## config.mk

```make
export PLATFORM = sky130hd
export DESIGN_NAME = sys_rsp_arbiter_flat
export DESIGN_NICKNAME = d
export VERILOG_FILES = /design/src/rtl/sys_rsp_arbiter_if.sv /design/src/rtl/sys_rsp_arbiter.sv /design/src/flat_wrapper.sv
export SDC_FILE = /design/constraint.sdc
export NUM_CORES = 1
export LEC_CHECK = 0
export CAP_MARGIN = 20
export CORE_ASPECT_RATIO = 0.7
export CORE_MARGIN = 2
export CORE_UTILIZATION = 46
export CTS_BUF_LIST = sky130_fd_sc_hd__clkbuf_16
export CTS_CLUSTER_DIAMETER = 120
export CTS_CLUSTER_SIZE = 12
export DETAILED_ROUTE_END_ITERATION = 10
export GPL_TIMING_DRIVEN = 0
export PLACE_DENSITY = 0.76
export REMOVE_ABC_BUFFERS = 1
export SLEW_MARGIN = 15
export SYNTH_ARGS = -nofsm -noshare
export SYNTH_HDL_FRONTEND = slang
export SYNTH_SLANG_ARGS = --single-unit
export TNS_END_PERCENT = 50
```

## constraint.sdc

```tcl
create_clock -name CLK -period 1.39 [get_ports CLK]
set_input_delay 0.2085 -clock CLK [delete_from_list [all_inputs] [get_ports CLK]]
set_output_delay 0.2085 -clock CLK [all_outputs]
set_load 0.05 [all_outputs]
```

## src/rtl/sys_rsp_arbiter_if.sv

```systemverilog
// Bundle between the result sources (register file / ALU), the response
// arbiter and the TX FIFO write port.
`timescale 1ns/1ps
interface sys_rsp_arbiter_if #(
    parameter int DATA_WIDTH = 8
);
    logic [DATA_WIDTH-1:0]   Rd_D;
    logic                    Rd_D_Valid;
    logic [2*DATA_WIDTH-1:0] ALU_OUT;
    logic                    ALU_OUT_Valid;
    logic                    F_FULL;
    logic                    CLR_OVR;
    logic                    W_INC;
    logic [DATA_WIDTH-1:0]   WR_DATA;
    logic                    BUSY;
    logic                    RD_OVR;
    logic                    ALU_OVR;

    // Sources/FIFO side drives results and status, arbiter consumes them.
    modport master (
        output Rd_D, Rd_D_Valid, ALU_OUT, ALU_OUT_Valid, F_FULL, CLR_OVR,
        input  W_INC, WR_DATA, BUSY, RD_OVR, ALU_OVR
    );

    modport slave (
        input  Rd_D, Rd_D_Valid, ALU_OUT, ALU_OUT_Valid, F_FULL, CLR_OVR,
        output W_INC, WR_DATA, BUSY, RD_OVR, ALU_OVR
    );
endinterface

```

## src/rtl/sys_rsp_arbiter.sv

```systemverilog
// Buffers one register-read byte and one 2-byte ALU result, then serializes
// them round-robin into the TX FIFO, one byte per non-full cycle.
`timescale 1ns/1ps
module sys_rsp_arbiter #(
    parameter int DATA_WIDTH    = 8,
    parameter int ALU_MSB_FIRST = 0
) (
    input  logic               CLK,
    input  logic               RST,
    sys_rsp_arbiter_if.slave   bus
);
    typedef enum logic [1:0] {IDLE, SEND_RD, SEND_A0, SEND_A1} state_t;

    localparam bit FIRST_IDX  = (ALU_MSB_FIRST != 0);
    localparam bit SECOND_IDX = ~FIRST_IDX;

    state_t                  state_reg;
    logic                    rd_pending_reg;
    logic                    alu_pending_reg;
    logic                    last_grant_alu_reg;
    logic                    rd_ovr_reg;
    logic                    alu_ovr_reg;
    logic [DATA_WIDTH-1:0]   rd_data_reg;
    logic [2*DATA_WIDTH-1:0] alu_data_reg;

    logic                    push;
    logic                    rd_done;
    logic                    alu_done;
    logic                    rd_slot_free;
    logic                    alu_slot_free;
    logic [DATA_WIDTH-1:0]   alu_byte [2];
    logic [DATA_WIDTH-1:0]   wr_data_next;

    genvar gi;
    generate
        for (gi = 0; gi < 2; gi++) begin : g_alu_byte
            assign alu_byte[gi] = alu_data_reg[gi*DATA_WIDTH +: DATA_WIDTH];
        end
    endgenerate

    assign push     = (state_reg != IDLE) && !bus.F_FULL && !RST;
    assign rd_done  = push && (state_reg == SEND_RD);
    assign alu_done = push && (state_reg == SEND_A1);

    // A slot releasing its last byte this cycle can accept a new strobe now.
    assign rd_slot_free  = !rd_pending_reg  || rd_done;
    assign alu_slot_free = !alu_pending_reg || alu_done;

    always_comb begin
        wr_data_next = '0;
        case (state_reg)
            SEND_RD: wr_data_next = rd_data_reg;
            SEND_A0: wr_data_next = alu_byte[FIRST_IDX];
            SEND_A1: wr_data_next = alu_byte[SECOND_IDX];
            default: wr_data_next = '0;
        endcase
    end

    always_ff @(posedge CLK) begin
        if (RST) begin
            state_reg          <= IDLE;
            rd_pending_reg     <= 1'b0;
            alu_pending_reg    <= 1'b0;
            last_grant_alu_reg <= 1'b1;
            rd_ovr_reg         <= 1'b0;
            alu_ovr_reg        <= 1'b0;
            rd_data_reg        <= '0;
            alu_data_reg       <= '0;
        end else begin
            if (bus.Rd_D_Valid && rd_slot_free) begin
                rd_data_reg    <= bus.Rd_D;
                rd_pending_reg <= 1'b1;
            end else if (rd_done) begin
                rd_pending_reg <= 1'b0;
            end

            if (bus.ALU_OUT_Valid && alu_slot_free) begin
                alu_data_reg    <= bus.ALU_OUT;
                alu_pending_reg <= 1'b1;
            end else if (alu_done) begin
                alu_pending_reg <= 1'b0;
            end

            // A drop in the same cycle as a clear request keeps the flag set.
            if (bus.Rd_D_Valid && !rd_slot_free)
                rd_ovr_reg <= 1'b1;
            else if (bus.CLR_OVR)
                rd_ovr_reg <= 1'b0;

            if (bus.ALU_OUT_Valid && !alu_slot_free)
                alu_ovr_reg <= 1'b1;
            else if (bus.CLR_OVR)
                alu_ovr_reg <= 1'b0;

            case (state_reg)
                IDLE: begin
                    if (rd_pending_reg && (!alu_pending_reg || last_grant_alu_reg)) begin
                        state_reg          <= SEND_RD;
                        last_grant_alu_reg <= 1'b0;
                    end else if (alu_pending_reg) begin
                        state_reg          <= SEND_A0;
                        last_grant_alu_reg <= 1'b1;
                    end
                end
                SEND_RD: if (push) state_reg <= IDLE;
                SEND_A0: if (push) state_reg <= SEND_A1;
                SEND_A1: if (push) state_reg <= IDLE;
                default: state_reg <= IDLE;
            endcase
        end
    end

    assign bus.W_INC   = push;
    assign bus.WR_DATA = wr_data_next;
    assign bus.BUSY    = (state_reg != IDLE) || rd_pending_reg || alu_pending_reg;
    assign bus.RD_OVR  = rd_ovr_reg;
    assign bus.ALU_OVR = alu_ovr_reg;
endmodule

```

## src/flat_wrapper.sv

```systemverilog
// flat-port wrapper written by rule: the top's interface ports become plain ports
module sys_rsp_arbiter_flat 
#(
    parameter int DATA_WIDTH    = 8,
    parameter int ALU_MSB_FIRST = 0
)
  (CLK, RST, bus_Rd_D, bus_Rd_D_Valid, bus_ALU_OUT, bus_ALU_OUT_Valid, bus_F_FULL, bus_CLR_OVR, bus_W_INC, bus_WR_DATA, bus_BUSY, bus_RD_OVR, bus_ALU_OVR);
  sys_rsp_arbiter_if #(.DATA_WIDTH(DATA_WIDTH)) bus_i ();
  input  logic CLK;
  input  logic RST;
  input wire logic [$bits(bus_i.Rd_D)-1:0] bus_Rd_D;
  input wire logic [$bits(bus_i.Rd_D_Valid)-1:0] bus_Rd_D_Valid;
  input wire logic [$bits(bus_i.ALU_OUT)-1:0] bus_ALU_OUT;
  input wire logic [$bits(bus_i.ALU_OUT_Valid)-1:0] bus_ALU_OUT_Valid;
  input wire logic [$bits(bus_i.F_FULL)-1:0] bus_F_FULL;
  input wire logic [$bits(bus_i.CLR_OVR)-1:0] bus_CLR_OVR;
  output wire logic [$bits(bus_i.W_INC)-1:0] bus_W_INC;
  output wire logic [$bits(bus_i.WR_DATA)-1:0] bus_WR_DATA;
  output wire logic [$bits(bus_i.BUSY)-1:0] bus_BUSY;
  output wire logic [$bits(bus_i.RD_OVR)-1:0] bus_RD_OVR;
  output wire logic [$bits(bus_i.ALU_OVR)-1:0] bus_ALU_OVR;
  assign bus_i.Rd_D = bus_Rd_D;
  assign bus_i.Rd_D_Valid = bus_Rd_D_Valid;
  assign bus_i.ALU_OUT = bus_ALU_OUT;
  assign bus_i.ALU_OUT_Valid = bus_ALU_OUT_Valid;
  assign bus_i.F_FULL = bus_F_FULL;
  assign bus_i.CLR_OVR = bus_CLR_OVR;
  assign bus_W_INC = bus_i.W_INC;
  assign bus_WR_DATA = bus_i.WR_DATA;
  assign bus_BUSY = bus_i.BUSY;
  assign bus_RD_OVR = bus_i.RD_OVR;
  assign bus_ALU_OVR = bus_i.ALU_OVR;
  sys_rsp_arbiter #(.DATA_WIDTH(DATA_WIDTH), .ALU_MSB_FIRST(ALU_MSB_FIRST)) u_core (.CLK(CLK), .RST(RST), .bus(bus_i));
endmodule
```

### Yosys cells after proc, flatten, opt, wreduce, memory -nomap -nowiden

Cells that the tools add are included.

* bits in registers: 31
* output and inout bits: 12
* word-level logic and storage cells: 59
* input bits: 30

* mux-type cells: 15
* eq/ne operators: 6
* reduce and logical (&&, ||, !) cells: 30

Operators by type and width (number)
* case mux 8 bit (3 select lines): 1
* nonzero test 2 bit: 6
* logical AND 1 bit: 9
* two-way mux 1 bit: 9
* two-way mux 2 bit: 4
* zero test 1 bit: 6
* case mux 2 bit (3 select lines): 1
* logical OR 1 bit: 5
* equality test 2 bit, second input constant: 2
* inequality test 2 x 1 -> 1 bit, second input constant: 2
* inequality test 3 x 1 -> 1 bit, second input constant: 1
* AND reduction 3 bit: 1
* equality test 2 x 1 -> 1 bit, second input constant: 1
* zero test 2 bit: 1
* AND reduction 2 bit: 1
* OR reduction 2 bit: 1

### Logic depth before layout (Yosys ltp)

Gate-level depths: netlist of the first run.

* depth after elaboration: 8
* gate-level depth with buffers: 6
* gate-level depth less buffers: 3

### Worst setup path after synthesis of the first run

No wires, ideal clock.

* path type: reg2out
* start point: register u_core.state_reg[1]
* end point: output bus_WR_DATA[7]
* path slack: -0.567 ns
* cell stages (with the launch flop): 4
* required time: 1.182 ns
* buffers on the path: 1
* data arrival time: 1.748 ns
* path through: dfxtp_1 buf_6 clkinv_1 o21ai_0

* cells in the longest elaborated chain, start to end: 2
* elaborated cells on any way between the ends: 4
* classes of those cells: 3 x eq/ne; 1 x mux

Ends and longest elaborated chain
* from (decl): line sys_rsp_arbiter.sv:17 `state_t state_reg;`
* from (signal assigned): line sys_rsp_arbiter.sv:61 `state_reg <= IDLE;`
* from (signal assigned): line sys_rsp_arbiter.sv:98 `state_reg <= SEND_RD;`
* from (signal assigned): line sys_rsp_arbiter.sv:101 `state_reg <= SEND_A0;`
* equality test 2 bit / equality test 2 x 1 -> 1 bit (equally long branches): line sys_rsp_arbiter.sv:51 `case (state_reg)`
* case mux 8 bit (3 select lines) (*): line sys_rsp_arbiter.sv:51
* to (decl): line flat_wrapper.sv:18 `output wire logic [$bits(bus_i.WR_DATA)-1:0] bus_WR_DATA;`

Every way passes the cells marked *; elsewhere a longest branch is shown, timed or not.

### Worst setup path in the final report of the first run

* start point: register u_core.state_reg[0]
* end point: output bus_WR_DATA[3]

The elaborated chain is that of the path after synthesis.

==> results.json, run 1 <==
{
  "status": "complete, but fails checks",
  "violations": "setup timing",
  "startpoint": "u_core.state_reg[0]",
  "final_antenna_net_count": 0,
  "ys_types": 29,
  "yosysWarnings": 0,
  "die_w_microns": 82.3,
  "dieArea_sq_mm": 0.00484,
  "synth-seq-area-share_pct": 31.4,
  "drt-vias-per-instance": 6.52,
  "grt_max_degree": 53,
  "synthSimpleGateAreaFrac_pct": 30.5,
  "synth_top_family_by_area": "simple AND/OR/NAND/NOR gates",
  "gp_congestion": 0.764,
  "clockPowerShare_pct": 40.6,
  "antenna_found_initial": 0,
  "drive_gt1_share_pct": 25.7,
  "critPathTopFamily": "flip-flops",
  "p_per_area_mw_per_mm2": 1060,
  "critical_path.max_fanout": 7,
  "swShare_pct": 29.1,
  "dp_hpwl_mm": 3.10,
  "synth-seq-cells": 31,
  "gr-usage-all-layers_pct": 22.4,
  "hold_violations": 0,
  "gr-total-overflow": 0,
  "crit_buf_inv": 2,
  "syn_area_sq_mm": 0.00197,
  "place_area_sq_mm": 0.00231,
  "io_pins": 42,
  "clk_pin_slew_ns": 0.06,
  "crit_path_start_kind": "flop",
  "r2r_slack_ns": -0.08,
  "synth-adder-area-share_pct": 0,
  "cts.sinks": 31,
  "antenna_cells": 0,
  "synth-compound-area-share_pct": 24.8,
  "r2r_start": "u_core.state_reg[0]",
  "cp_common_cell": "buf_6",
  "max_freq_ghz": 0.649,
  "hold_path.class": "input port to flop",
  "power_frac_comb_pct": 24.3,
  "final_area_sq_mm": 0.00288,
  "end_kind": "output port",
  "critPathArrivalTime_ns": 1.33,
  "crit_chain": "buf_6 -> mux2i_4 -> o2bb2ai_2 -> buf_6",
  "setup_viol_count_final": 13,
  "critPathSlowestCell": "dfxtp_4",
  "worst_pin_slew_ns": 0.624,
  "clockBufferDepth": 2,
  "hold_buffers": 0,
  "io_buffers": 41,
  "crit_type": "flop to output port",
  "root_buffer": "clkbuf_16",
  "min_period_over_period_pct": 111,
  "worst_slack_ns": -0.150,
  "slew-limit-headroom_pct": 58.4,
  "drt_iter0_markers": 155,
  "rows": 19,
  "numCtsBuffers": 5,
  "postSynthCellCount": 235,
  "clock_latency_ns": 0.28,
  "synth_xor_xnor_area_share_pct": 0,
  "critical_path_required_ns": 1.18,
  "fin_crit_ns": 1.54,
  "slew_viol_final": 0,
  "p_int_w": 0.00215,
  "power.leakage_nw": 0.909,
  "peakVddDrop_v": 0.000686,
  "worstSetupEndpoint": "bus_WR_DATA[3]",
  "worst_hold_slack_ns": 0.323,
  "routedWlPerCell_microns": 18.6,
  "nNetsFinal": 297,
  "cp.depth": 4,
  "initial_core_util_pct": 49.1,
  "via_count": 2087,
  "p_sw_w": 0.000885,
  "synth.area.mux_share_pct": 4.06,
  "rsz0062_at_grt": "true",
  "first_global_vias": 1754,
  "syn_area_per_cell_sq_um": 8.40,
  "cts_tree": "built",
  "pwr-share-seq_pct": 35.1,
  "finalClockSkew_ns": 0.00759,
  "fp.dieH_microns": 58.8,
  "area_delta_synth_final_pct": 45.9,
  "grt_pass1_wl_mm": 8.15,
  "htree_levels": 2,
  "first_pass_iters": 4,
  "r2r-end": "u_core.bus.ALU_OVR",
  "largest_reg_flops": 16,
  "drc": 0,
  "core-area_sq_mm": 0.00402,
  "routed_wl_mm": 5.95,
  "slowest_delay_ns": 0.42,
  "cap_violations": 0,
  "r2r_cells": 5,
  "utilization_pct": 71.7
}
-- logic make-up (layout without fill, tap and decap cells) --
logic type             count (synthesis)  after routing
buffers and inverters                 39             71
muxes                                  8              8
DFF                                   31             31
and+or+nand+nor                       90             91
AOI/OAI and AO/OA                     67             67
-- layer usage --
| layer | up-vias | wire [microns] | GRT usage [%] |
|---|---|---|---|
| li1 | 987 | - | - |
| met1 | 1008 | 2720 | 31.3 |
| met2 | 74 | 2710 | 32.8 |
| met3 | 18 | 362 | 4.91 |
| met4 | 0 | 158 | 11.0 |
| met5 | - | 0 | 0 |
-- power groups by stage --
stage / combinational [W] / clock (W) / sequential [W]
after floorplan: 0.000277 / 0 / 0.00105
after global placement: 0.000513 / 0 / 0.00107
after detailed placement: 0.000521 / 0 / 0.00107
after CTS: 0.000588 / 0.00124 / 0.00104
after global routing: 0.000776 / 0.00131 / 0.00108
final: 0.000739 / 0.00123 / 0.00107
-- stage by stage --
step                setup WS [ns]  power, W  instances  TNS [ns]
detailed placement          -1.50   0.00159        297    -42.76
floorplan                  -0.702   0.00133        203    -13.82
finish                     -0.150   0.00304        320     -1.44
CTS                        -0.152   0.00287        314     -1.16
global placement            -2.53   0.00158        296    -84.17
global route               -0.181   0.00316        320     -2.26
-- repair_timing --
item,CTS,global route
endpoints found under the setup margin,41,36
gates resized for setup,95,56
pin swaps,13,16
buffers inserted,8,4
gates cloned,1,2
-- cell usage after synthesis (all sizes together) --
cell type,n,area (sq um)
clkinv,1,3.75
clkbuf,13,48.8
o21ai,4,20.0
nor4b,1,23.8
nand2b,2,12.5
a31oi,24,150
nor2b,4,25.0
inv,6,22.5
buf,19,105
nor3b,24,180
o211ai,1,7.51
nand3,3,15.0
nor3,2,10.0
or3,2,12.5
nand2,25,93.8
a21oi,5,25.0
o2bb2ai,7,61.3
and4bb,1,12.5
nor2,2,7.51
o21bai,1,7.51
dfxtp,31,621
a221oi,1,8.76
nand4b,24,210
o311ai,24,210
mux2i,8,80.1
-- how the worst min path moves through the flow --
stage                       start                      end  slack, ns  depth (start not counted)
2_1_floorplan                 RST       u_core.bus.ALU_OVR       0.28                          1
3_3_place_gp   u_core.bus.ALU_OVR       u_core.bus.ALU_OVR       0.46                          2
3_5_place_dp   u_core.bus.ALU_OVR       u_core.bus.ALU_OVR       0.46                          2
4_1_cts                       RST  u_core.alu_data_reg[11]       0.31                          2
5_1_grt                       RST  u_core.alu_data_reg[11]       0.33                          2
6_report                      RST  u_core.alu_data_reg[11]       0.32                          2
-- cell type report --
type                    instances  area (sq um)
fillers                       307          1140
repair inverters                1          7.51
clock buffers                   5           125
flip-flops and latches         31           636
inverters                       7          41.3
multi-input cells             166          1380
clock inverters                 3          38.8
repair buffers                 55           587
well taps                      52          65.1
-- placed cells by master (no fill, tap or decap), drive strengths merged --
cell / netlist / layout
dlygate4sd2: 0 / 3
nand3: 3 / 3
or3: 2 / 2
a21oi: 5 / 5
o311ai: 24 / 24
nor3: 2 / 2
nand2b: 2 / 2
clkdlybuf4s15: 0 / 1
nor4b: 1 / 1
a31oi: 24 / 24
clkinvlp: 0 / 3
bufinv: 0 / 1
o21bai: 1 / 1
o2bb2ai: 7 / 7
nand4b: 24 / 24
o21ai: 4 / 4
nor2: 2 / 2
mux2i: 8 / 8
clkbuf: 13 / 6
clkdlybuf4s50: 0 / 25
inv: 6 / 4
nor3b: 24 / 24
a221oi: 1 / 1
buf: 19 / 25
and4bb: 1 / 2
nor2b: 4 / 4
nand2: 25 / 25
clkinv: 1 / 3
o211ai: 1 / 1
dfxtp: 31 / 31
(Power assumes the default switching activity.)
==> run 2, diff against run 1 <==
--- a/config.mk
+++ b/config.mk
@@ -15,4 +15,5 @@
 export DETAILED_ROUTE_END_ITERATION = 10
 export GPL_TIMING_DRIVEN = 0
+export HOLD_SLACK_MARGIN = 0.08
 export PLACE_DENSITY = 0.76
 export REMOVE_ABC_BUFFERS = 1
==> constraint.sdc (replaced) <==
create_clock -name CLK -period 1.39 [get_ports CLK]
set_input_delay 0.139 -clock CLK [delete_from_list [all_inputs] [get_ports CLK]]
set_output_delay 0.139 -clock CLK [all_outputs]
set_load 0.05 [all_outputs]
==> run 2 against run 1 <==
The run still ends with setup timing left. Clock skew hardly changed. Highest routed layer unchanged. Critical path type unchanged. Combinational power decreased by 7.3%. First-iteration DRC count down 5.2%. Largest cell class unchanged. Clock power about the same. Sequential power about the same.
==> results.json, run 2 (synthesis results as in run 1) <==
{
  "critical_path.max_fanout": 7,
  "cap_violations": 0,
  "power_frac_comb_pct": 22.8,
  "violations": "setup timing",
  "antenna_found_initial": 0,
  "worst_slack_ns": -0.0885,
  "p_sw_w": 0.000869,
  "io_buffers": 41,
  "crit_path_start_kind": "flop",
  "slew-limit-headroom_pct": 59.8,
  "p_per_area_mw_per_mm2": 1080,
  "rows": 19,
  "gp_congestion": 0.764,
  "status": "complete, but fails checks",
  "first_global_vias": 1758,
  "finalClockSkew_ns": 0.00805,
  "io_pins": 42,
  "nNetsFinal": 293,
  "slowest_delay_ns": 0.41,
  "clk_pin_slew_ns": 0.05,
  "place_area_sq_mm": 0.00231,
  "hold_start": "bus_F_FULL",
  "end_kind": "output port",
  "area_delta_synth_final_pct": 40.6,
  "slew_viol_final": 0,
  "critPathSlowestCell": "dfxtp_4",
  "hold_path.class": "input port to flop",
  "peakVddDrop_v": 0.000692,
  "crit_chain": "buf_6 -> mux2i_2 -> o2bb2ai_2 -> buf_6",
  "clock_latency_ns": 0.28,
  "gr-total-overflow": 0,
  "drive_gt1_share_pct": 22.3,
  "fp.dieH_microns": 58.8,
  "root_buffer": "clkbuf_16",
  "dp_hpwl_mm": 3.10,
  "routedWlPerCell_microns": 17.8,
  "grt_max_degree": 53,
  "critPathTopFamily": "flip-flops",
  "numCtsBuffers": 5,
  "hold_buffers": 0,
  "first_pass_iters": 4,
  "final_cells": 316,
  "clockBufferDepth": 2,
  "fin_crit_ns": 1.48,
  "hold_violations": 0,
  "startpoint": "u_core.state_reg[0]",
  "via_count": 2029,
  "grt_pass1_wl_mm": 8.09,
  "die_w_microns": 82.3,
  "setup_viol_count_final": 10,
  "mostFrequentLayoutCells": "dfxtp_1 (27), nand2_1 (25), clkdlybuf4s50_1 (25)",
  "largest_reg_flops": 16,
  "clockPowerShare_pct": 41.7,
  "antenna_cells": 0,
  "cts.sinks": 31,
  "critPathArrivalTime_ns": 1.34,
  "min_period_over_period_pct": 106,
  "htree_levels": 2,
  "dp_slack_ns": -1.43,
  "cts_tree": "built",
  "pwr-share-seq_pct": 35.5,
  "tns_ns": -0.527,
  "final_area_sq_mm": 0.00278,
  "power.leakage_nw": 0.877,
  "initial_core_util_pct": 49.1,
  "final_antenna_net_count": 0,
  "drt_iter0_markers": 147,
  "p_int_w": 0.00213,
  "r2r_start": "u_core.alu_pending_reg",
  "swShare_pct": 29.0,
  "routed_wl_mm": 5.62,
  "mostFrequentLayoutCell": "dfxtp_1",
  "worst_pin_slew_ns": 0.603,
  "drt-vias-per-instance": 6.42,
  "cp_common_cell": "buf_6",
  "gr-usage-all-layers_pct": 22.2,
  "rsz0062_at_grt": "true",
  "crit_type": "flop to output port",
  "drc": 0,
  "critical_path_required_ns": 1.25,
  "max_freq_ghz": 0.676,
  "dieArea_sq_mm": 0.00484,
  "core-area_sq_mm": 0.00402,
  "place_inst": 297,
  "crit_buf_inv": 2
}
run 2: cell count changes in the layout (fill, tap and decap cells not counted), moves of 2 or more:
cell      change
mux2i_1       +2
o311ai_2      -2
buf_4         -4
mux2i_4       -2
o21ai_2       -2
o21ai_1       +2
o311ai_0      +3
run 2: final cells by class:
class | instances | area [sq um]
fillers | 338 | 1240
well taps | 52 | 65.1
clock buffers | 5 | 125
flip-flops and latches | 31 | 636
multi-input cells | 166 | 1320
repair inverters | 1 | 7.51
clock inverters | 3 | 38.8
inverters | 7 | 38.8
repair buffers | 51 | 546
run 2: repair_timing:
| action | in CTS | in global routing |
|---|---|---|
| gates resized for setup | 91 | 46 |
| buffers inserted | 7 | 2 |
| cloned | 1 | 1 |
| pin swaps | 20 | 5 |
| endpoints found under the setup margin | 41 | 31 |
| endpoints found under the hold margin | 0 | 0 |
run 2: stage by stage:
stage | utilization [%] | total power [W] | hold WS (ns)
floorplan | - | 0.00133 | 0.208
global placement | 57.1 | 0.00158 | 0.457
detailed placement | 57.5 | 0.00159 | 0.458
CTS | 64.0 | 0.00286 | 0.323
global route | 69.1 | 0.00310 | 0.337
finish | 69.1 | 0.00300 | 0.312
run 2: power groups by stage:
stage	Combinational, W	Clock (W)	Sequential, W
2_1_floorplan	0.000277	0	0.00105
5_1_grt	0.000724	0.00130	0.00107
4_1_cts	0.000575	0.00124	0.00104
3_3_place_gp	0.000513	0	0.00107
6_report	0.000685	0.00125	0.00106
3_5_place_dp	0.000521	0	0.00107
run 2: final timing paths:
check	endpoint	slack, ns	cells after the start
setup reg to reg	u_core.bus.ALU_OVR	-0.01	4
setup / recovery	bus_WR_DATA[1]	-0.09	4
hold reg to reg	u_core.bus.ALU_OVR	0.46	2
hold / removal	u_core.state_reg[0]	0.31	3
run 2: tightest hold or removal path, delay by kind of cell:
kind | cells | cell delay (ns)
buffers and inverters | 2 | 0.33
AOI/OAI and AO/OA | 1 | 0.08
run 2: routing by layer:
layer | GRT usage, % | wire length (microns) | vias up
li1 | - | - | 979
met1 | 30.8 | 2600 | 974
met2 | 32.4 | 2590 | 62
met3 | 5.06 | 324 | 14
met4 | 10.7 | 108 | 0
met5 | 0 | 0 | -
